`config.mk`:
```
export PLATFORM = sky130hd
export DESIGN_NAME = seq_restoring_divider_flat
export DESIGN_NICKNAME = d
export VERILOG_FILES = /design/src/rtl/seq_restoring_divider_if.sv /design/src/rtl/seq_restoring_divider.sv /design/src/flat_wrapper.sv
export SDC_FILE = /design/constraint.sdc
export NUM_CORES = 1
export LEC_CHECK = 0
export ABC_AREA = 1
export CORE_ASPECT_RATIO = 1.4
export CORE_UTILIZATION = 45
export CTS_BUF_LIST = sky130_fd_sc_hd__clkbuf_8
export DETAILED_ROUTE_END_ITERATION = 10
export PLACE_DENSITY_LB_ADDON = 0.25
export SETUP_SLACK_MARGIN = 0.02
export SLEW_MARGIN = 30
export SYNTH_ARGS = -nofsm -noshare
export SYNTH_HDL_FRONTEND = slang
export SYNTH_SLANG_ARGS = --single-unit
```
`constraint.sdc`:
```
create_clock -name clk -period 4.1 [get_ports clk]
set_input_delay 0.82 -clock clk [delete_from_list [all_inputs] [get_ports clk]]
set_output_delay 0.82 -clock clk [all_outputs]
set_load 0.005 [all_outputs]
```
`src/rtl/seq_restoring_divider_if.sv`:
```
// Handshake and operand/result bundle for the sequential restoring divider.
// The requester drives start and operands; the divider returns status and results.
interface seq_restoring_divider_if #(
  parameter int unsigned DIVIDEND_W = 8,
  parameter int unsigned DIVISOR_W  = 4
);
  logic                  start;
  logic [DIVIDEND_W-1:0] dividend;
  logic [DIVISOR_W-1:0]  divisor;
  logic                  busy;
  logic                  done;
  logic [DIVIDEND_W-1:0] quotient;
  logic [DIVISOR_W-1:0]  remainder;
  logic                  dbz;

  modport master (
    output start, dividend, divisor,
    input  busy, done, quotient, remainder, dbz
  );

  modport slave (
    input  start, dividend, divisor,
    output busy, done, quotient, remainder, dbz
  );
endinterface

```
`src/rtl/seq_restoring_divider.sv`:
```
// Multi-cycle unsigned restoring divider: one quotient bit per clock, MSB first.
// A zero divisor finishes after a single busy cycle with quotient all ones and dbz set.
module seq_restoring_divider #(
  parameter int unsigned DIVIDEND_W = 8,
  parameter int unsigned DIVISOR_W  = 4
) (
  input  logic                    clk,
  input  logic                    rst,
  seq_restoring_divider_if.slave  bus
);

  localparam int unsigned PR_W  = DIVISOR_W + 1;
  localparam int unsigned CNT_W = (DIVIDEND_W > 1) ? $clog2(DIVIDEND_W) : 1;

  typedef enum logic [1:0] {IDLE, RUN, DONE} state_t;

  state_t                state_q, state_d;
  logic [DIVIDEND_W-1:0] dvd_q, dvd_d;
  logic [DIVISOR_W-1:0]  dsr_q, dsr_d;
  logic [DIVISOR_W-1:0]  pr_q, pr_d;
  logic [DIVIDEND_W-1:0] qacc_q, qacc_d;
  logic [CNT_W-1:0]      cnt_q, cnt_d;
  logic [DIVIDEND_W-1:0] quo_q, quo_d;
  logic [DIVISOR_W-1:0]  rem_q, rem_d;
  logic                  dbz_q, dbz_d;
  logic                  busy_q, busy_d;
  logic                  done_q, done_d;

  logic [PR_W-1:0]       pr_shift;
  logic                  qbit;
  logic [DIVIDEND_W-1:0] qacc_next;

  // All state, datapath and output registers
  always_ff @(posedge clk or posedge rst) begin
    if (rst) begin
      state_q <= IDLE;
      dvd_q   <= '0;
      dsr_q   <= '0;
      pr_q    <= '0;
      qacc_q  <= '0;
      cnt_q   <= '0;
      quo_q   <= '0;
      rem_q   <= '0;
      dbz_q   <= 1'b0;
      busy_q  <= 1'b0;
      done_q  <= 1'b0;
    end else begin
      state_q <= state_d;
      dvd_q   <= dvd_d;
      dsr_q   <= dsr_d;
      pr_q    <= pr_d;
      qacc_q  <= qacc_d;
      cnt_q   <= cnt_d;
      quo_q   <= quo_d;
      rem_q   <= rem_d;
      dbz_q   <= dbz_d;
      busy_q  <= busy_d;
      done_q  <= done_d;
    end
  end

  // Next-state, iteration datapath and registered-output next values
  always_comb begin
    state_d = state_q;
    dvd_d   = dvd_q;
    dsr_d   = dsr_q;
    pr_d    = pr_q;
    qacc_d  = qacc_q;
    cnt_d   = cnt_q;
    quo_d   = quo_q;
    rem_d   = rem_q;
    dbz_d   = dbz_q;

    pr_shift  = {pr_q, dvd_q[DIVIDEND_W-1]};
    qbit      = (pr_shift >= PR_W'(dsr_q));
    qacc_next = (qacc_q << 1) | DIVIDEND_W'(qbit);

    unique case (state_q)
      IDLE, DONE: begin
        if (bus.start) begin
          state_d = RUN;
          dvd_d   = bus.dividend;
          dsr_d   = bus.divisor;
          pr_d    = '0;
          qacc_d  = '0;
          cnt_d   = '0;
          quo_d   = '0;
          rem_d   = '0;
          dbz_d   = 1'b0;
        end else begin
          state_d = IDLE;
        end
      end
      RUN: begin
        if (dsr_q == '0) begin
          state_d = DONE;
          quo_d   = '1;
          rem_d   = '0;
          dbz_d   = 1'b1;
        end else begin
          // Restore by keeping the unsubtracted value when the trial subtraction would go negative
          pr_d   = qbit ? DIVISOR_W'(pr_shift - PR_W'(dsr_q)) : DIVISOR_W'(pr_shift);
          dvd_d  = dvd_q << 1;
          qacc_d = qacc_next;
          cnt_d  = cnt_q + CNT_W'(1);
          if (cnt_q == CNT_W'(DIVIDEND_W - 1)) begin
            state_d = DONE;
            quo_d   = qacc_next;
            rem_d   = pr_d;
          end
        end
      end
      default: state_d = IDLE;
    endcase

    busy_d = (state_d == RUN);
    done_d = (state_d == DONE);
  end

  assign bus.busy      = busy_q;
  assign bus.done      = done_q;
  assign bus.quotient  = quo_q;
  assign bus.remainder = rem_q;
  assign bus.dbz       = dbz_q;

endmodule

```
`src/flat_wrapper.sv`:
```
// flat-port wrapper written by rule: the top's interface ports become plain ports
module seq_restoring_divider_flat 
#(
  parameter int unsigned DIVIDEND_W = 8,
  parameter int unsigned DIVISOR_W  = 4
)
  (clk, rst, bus_start, bus_dividend, bus_divisor, bus_busy, bus_done, bus_quotient, bus_remainder, bus_dbz);
  seq_restoring_divider_if #(.DIVIDEND_W(DIVIDEND_W), .DIVISOR_W(DIVISOR_W)) bus_i ();
  input  logic clk;
  input  logic rst;
  input wire logic [$bits(bus_i.start)-1:0] bus_start;
  input wire logic [$bits(bus_i.dividend)-1:0] bus_dividend;
  input wire logic [$bits(bus_i.divisor)-1:0] bus_divisor;
  output wire logic [$bits(bus_i.busy)-1:0] bus_busy;
  output wire logic [$bits(bus_i.done)-1:0] bus_done;
  output wire logic [$bits(bus_i.quotient)-1:0] bus_quotient;
  output wire logic [$bits(bus_i.remainder)-1:0] bus_remainder;
  output wire logic [$bits(bus_i.dbz)-1:0] bus_dbz;
  assign bus_i.start = bus_start;
  assign bus_i.dividend = bus_dividend;
  assign bus_i.divisor = bus_divisor;
  assign bus_busy = bus_i.busy;
  assign bus_done = bus_i.done;
  assign bus_quotient = bus_i.quotient;
  assign bus_remainder = bus_i.remainder;
  assign bus_dbz = bus_i.dbz;
  seq_restoring_divider #(.DIVIDEND_W(DIVIDEND_W), .DIVISOR_W(DIVISOR_W)) u_core (.clk(clk), .rst(rst), .bus(bus_i));
endmodule
```
==> impl_metrics.yaml <==
outcome:
  status: "complete, no violations"
cells_and_area:
  area_growth_pct: 21.2
  antenna_cells: 0
  utilization: 0.579
  nets: 294
  layout-drive-gt1-share: 0.0769
  fillers: 405
timing:
  final_hold_viol_count: 0
  setup_slack_ps: 1830
  min_period_over_period: 0.553
  period_needed_ps: 2270
  max_freq_mhz: 441
  maxSlewViolCount: 0
  tightest_slew_ps: 526
  fin_tns_setup_ps: 0
  clock_skew_ps: 2.79
  slew_headroom: 0.649
  rsz0062_at_grt: "no"
  finalSetupViolCount: 0
synthesis:
  synth_top_cells_by_area: "dfrtp_1, nand2_1, inv_1"
  yosys.area_share.simple: 0.229
  synth_cells: 241
  synth_top_family_by_area: "simple AND/OR/NAND/NOR gates"
  synthArstFlopShare: 1.00
  synth-adder-area-share: 0.0462
  synth.ff_latch_count: 43
  yosysMostFrequentCell: "nand2_1"
  syn_area_um2: 2060
  synth_compound_area_frac: 0.102
  synth_flop_cell: "dfrtp_1"
  muxShareOfSynthArea: 0
  synth_seq_area_share: 0.523
  synth-warning-count: 0
  netlist.area_leader.share: 0.523
  synth_edf_count: 0
  ys_top_cells_by_count: "nand2_1, dfrtp_1, inv_1, nand3_1, o21ai_0"
  synth_xor_area_frac: 0.00426
  ys_types: 19
  syn_nets: 263
  yosysTopAreaCell: "dfrtp_1"
  syn_area_per_cell_um2: 8.54
clocking:
  post-cts-setup-buffers: 0
  h-tree-depth: 2
  clock-root-buffer: "clkbuf_8"
  clock_sinks: 43
  cts_buffer_depth: 2
  clock_latency_ps: 290
  ctsResizeCount: 0
  cts_tree: "built"
  numCtsBuffers: 5
  hold_buffers: 0
  clk_pin_slew_ps: 80
placed_design:
  hpwl_um: 2670
  dp_slack_ps: 1540
  io_buffers: 29
  globalplace.congestion: 0.869
floorplan:
  num_rows: 28
  io_pins: 30
  initial_core_util: 0.478
  die_h_um: 82.0
  die_w_um: 59.2
  dieArea_um2: 4850
  core_area_um2: 4310
global_routing:
  first_global_vias: 1516
  grt.overflow.total: 0
  grt_pass1_wl_um: 6760
  grt_max_degree: 44
  antenna_found_initial: 0
  grt.total_usage: 0.190
worst_setup_path:
  critPathRequiredTime_ps: 4290
  worstPathArrival_ps: 2460
  cp-start-kind: "input port"
  crit_fanout: 31
  path_class: "in -> reg"
  cp-end-kind: "flop"
routing:
  dr.pass1.iters: 6
  via_per_inst: 4.73
  routed_wirelength_um: 3850
  num_vias: 1576
  drc: 0
  drtAntennaViolNets: 0
  wire_per_inst_um: 11.6
  drtIter0Drc: 72
pwr:
  powerDensity_nw_per_um2: 841
  ir_worst_vdd_v: 0.000516
  p_leak_nw: 1.27
worst_hold_path:
  min_path_type: "reg -> reg"
job:
  cap_violations: 0
cell usage in the layout (no fill, tap or decap), drive strengths merged:
cell	netlist	layout
nand2	78	78
dfrtp	43	43
inv	38	38
clkdlybuf4s50	0	29
o21ai	27	27
nand3	18	18
nor2	12	12
o211ai	8	8
ha	6	6
clkbuf	0	6
a21oi	3	3
xnor2	1	1
fa	1	1
clkinv	0	1
bufinv	0	1
buf	6	1
layer usage:
layer,up-vias,global-route usage,part of all wire
li1,816,-,-
met1,713,0.221,0.46
met4,0,0.0976,0.031
met5,-,0,0
met2,36,0.327,0.48
met3,11,0.0394,0.030
cell families (layout without fill, tap and decap cells):
kind of cell	count (synthesis)	count (layout)
AOI/OAI and AO/OA	38	38
DFF	43	43
adders and majority gates	7	7
buffers and inverters	44	76
xor gates and xnor gates	1	1
and+or+nand+nor	108	108
where the power goes:
group          internal [mW]  total (mW)  switching (mW)
combinational          0.397        1.07           0.669
clock                  0.197       0.340           0.143
sequential             0.608       0.691          0.0834
total                   1.20        2.10           0.895
state kept, by name (all words and copies together) (netlist names), 2 cells and up:
| name | flops |
|---|---|
| u_core.bus.remainder | 4 |
| u_core.bus.quotient | 8 |
| u_core.cnt_q | 3 |
| u_core.dsr_q | 4 |
| u_core.qacc_q | 7 |
| u_core.state_q | 2 |
| u_core.dvd_q | 8 |
| u_core.pr_q | 4 |
through the flow:
| stage | total power [mW] | cell area, µm² | std cells | hold WS (ps) |
|---|---|---|---|---|
| floorplan | 1.52 | 2060 | 241 | 446 |
| global placement | 1.74 | 2380 | 325 | 453 |
| detailed placement | 1.76 | 2380 | 325 | 458 |
| CTS | 2.12 | 2490 | 333 | 478 |
| global route | 2.33 | 2490 | 333 | 490 |
| finish | 2.10 | 2490 | 333 | 471 |
path summary, 6_finish.rpt:
path                                        start                     end  slack (ps)  cells after the start
max                                     bus_start         u_core.cnt_q[1]        1830                      8
max reg2reg                     u_core.state_q[0]         u_core.cnt_q[1]        2200                      7
min                        u_core.bus.quotient[2]  u_core.bus.quotient[2]         470                      2
min reg2reg                u_core.bus.quotient[2]  u_core.bus.quotient[2]         470                      2
min in group asynchronous                     rst  u_core.bus.quotient[2]         950                      3
max in group asynchronous                     rst         u_core.dvd_q[5]        2780                      3
critical path, cell delays in order:
cell and delay, ps:
clkdlybuf4s50_1 450, inv_1 60, nor2_4 200, inv_2 120, nand2_2 410, inv_1 220
nand2_1 100, nand2_1 50
layout make-up:
type / instances / area (µm²) / area share
flip-flops and latches: 43 / 1080 / 0.432
clock inverters: 2 / 35.0 / 0.0140
inverters: 38 / 143 / 0.0572
repair buffers: 30 / 298 / 0.119
well taps: 60 / 75.1 / 0.0301
clock buffers: 6 / 82.6 / 0.0331
multi-input cells: 154 / 785 / 0.315
Power figures use the tool's default switching activity.
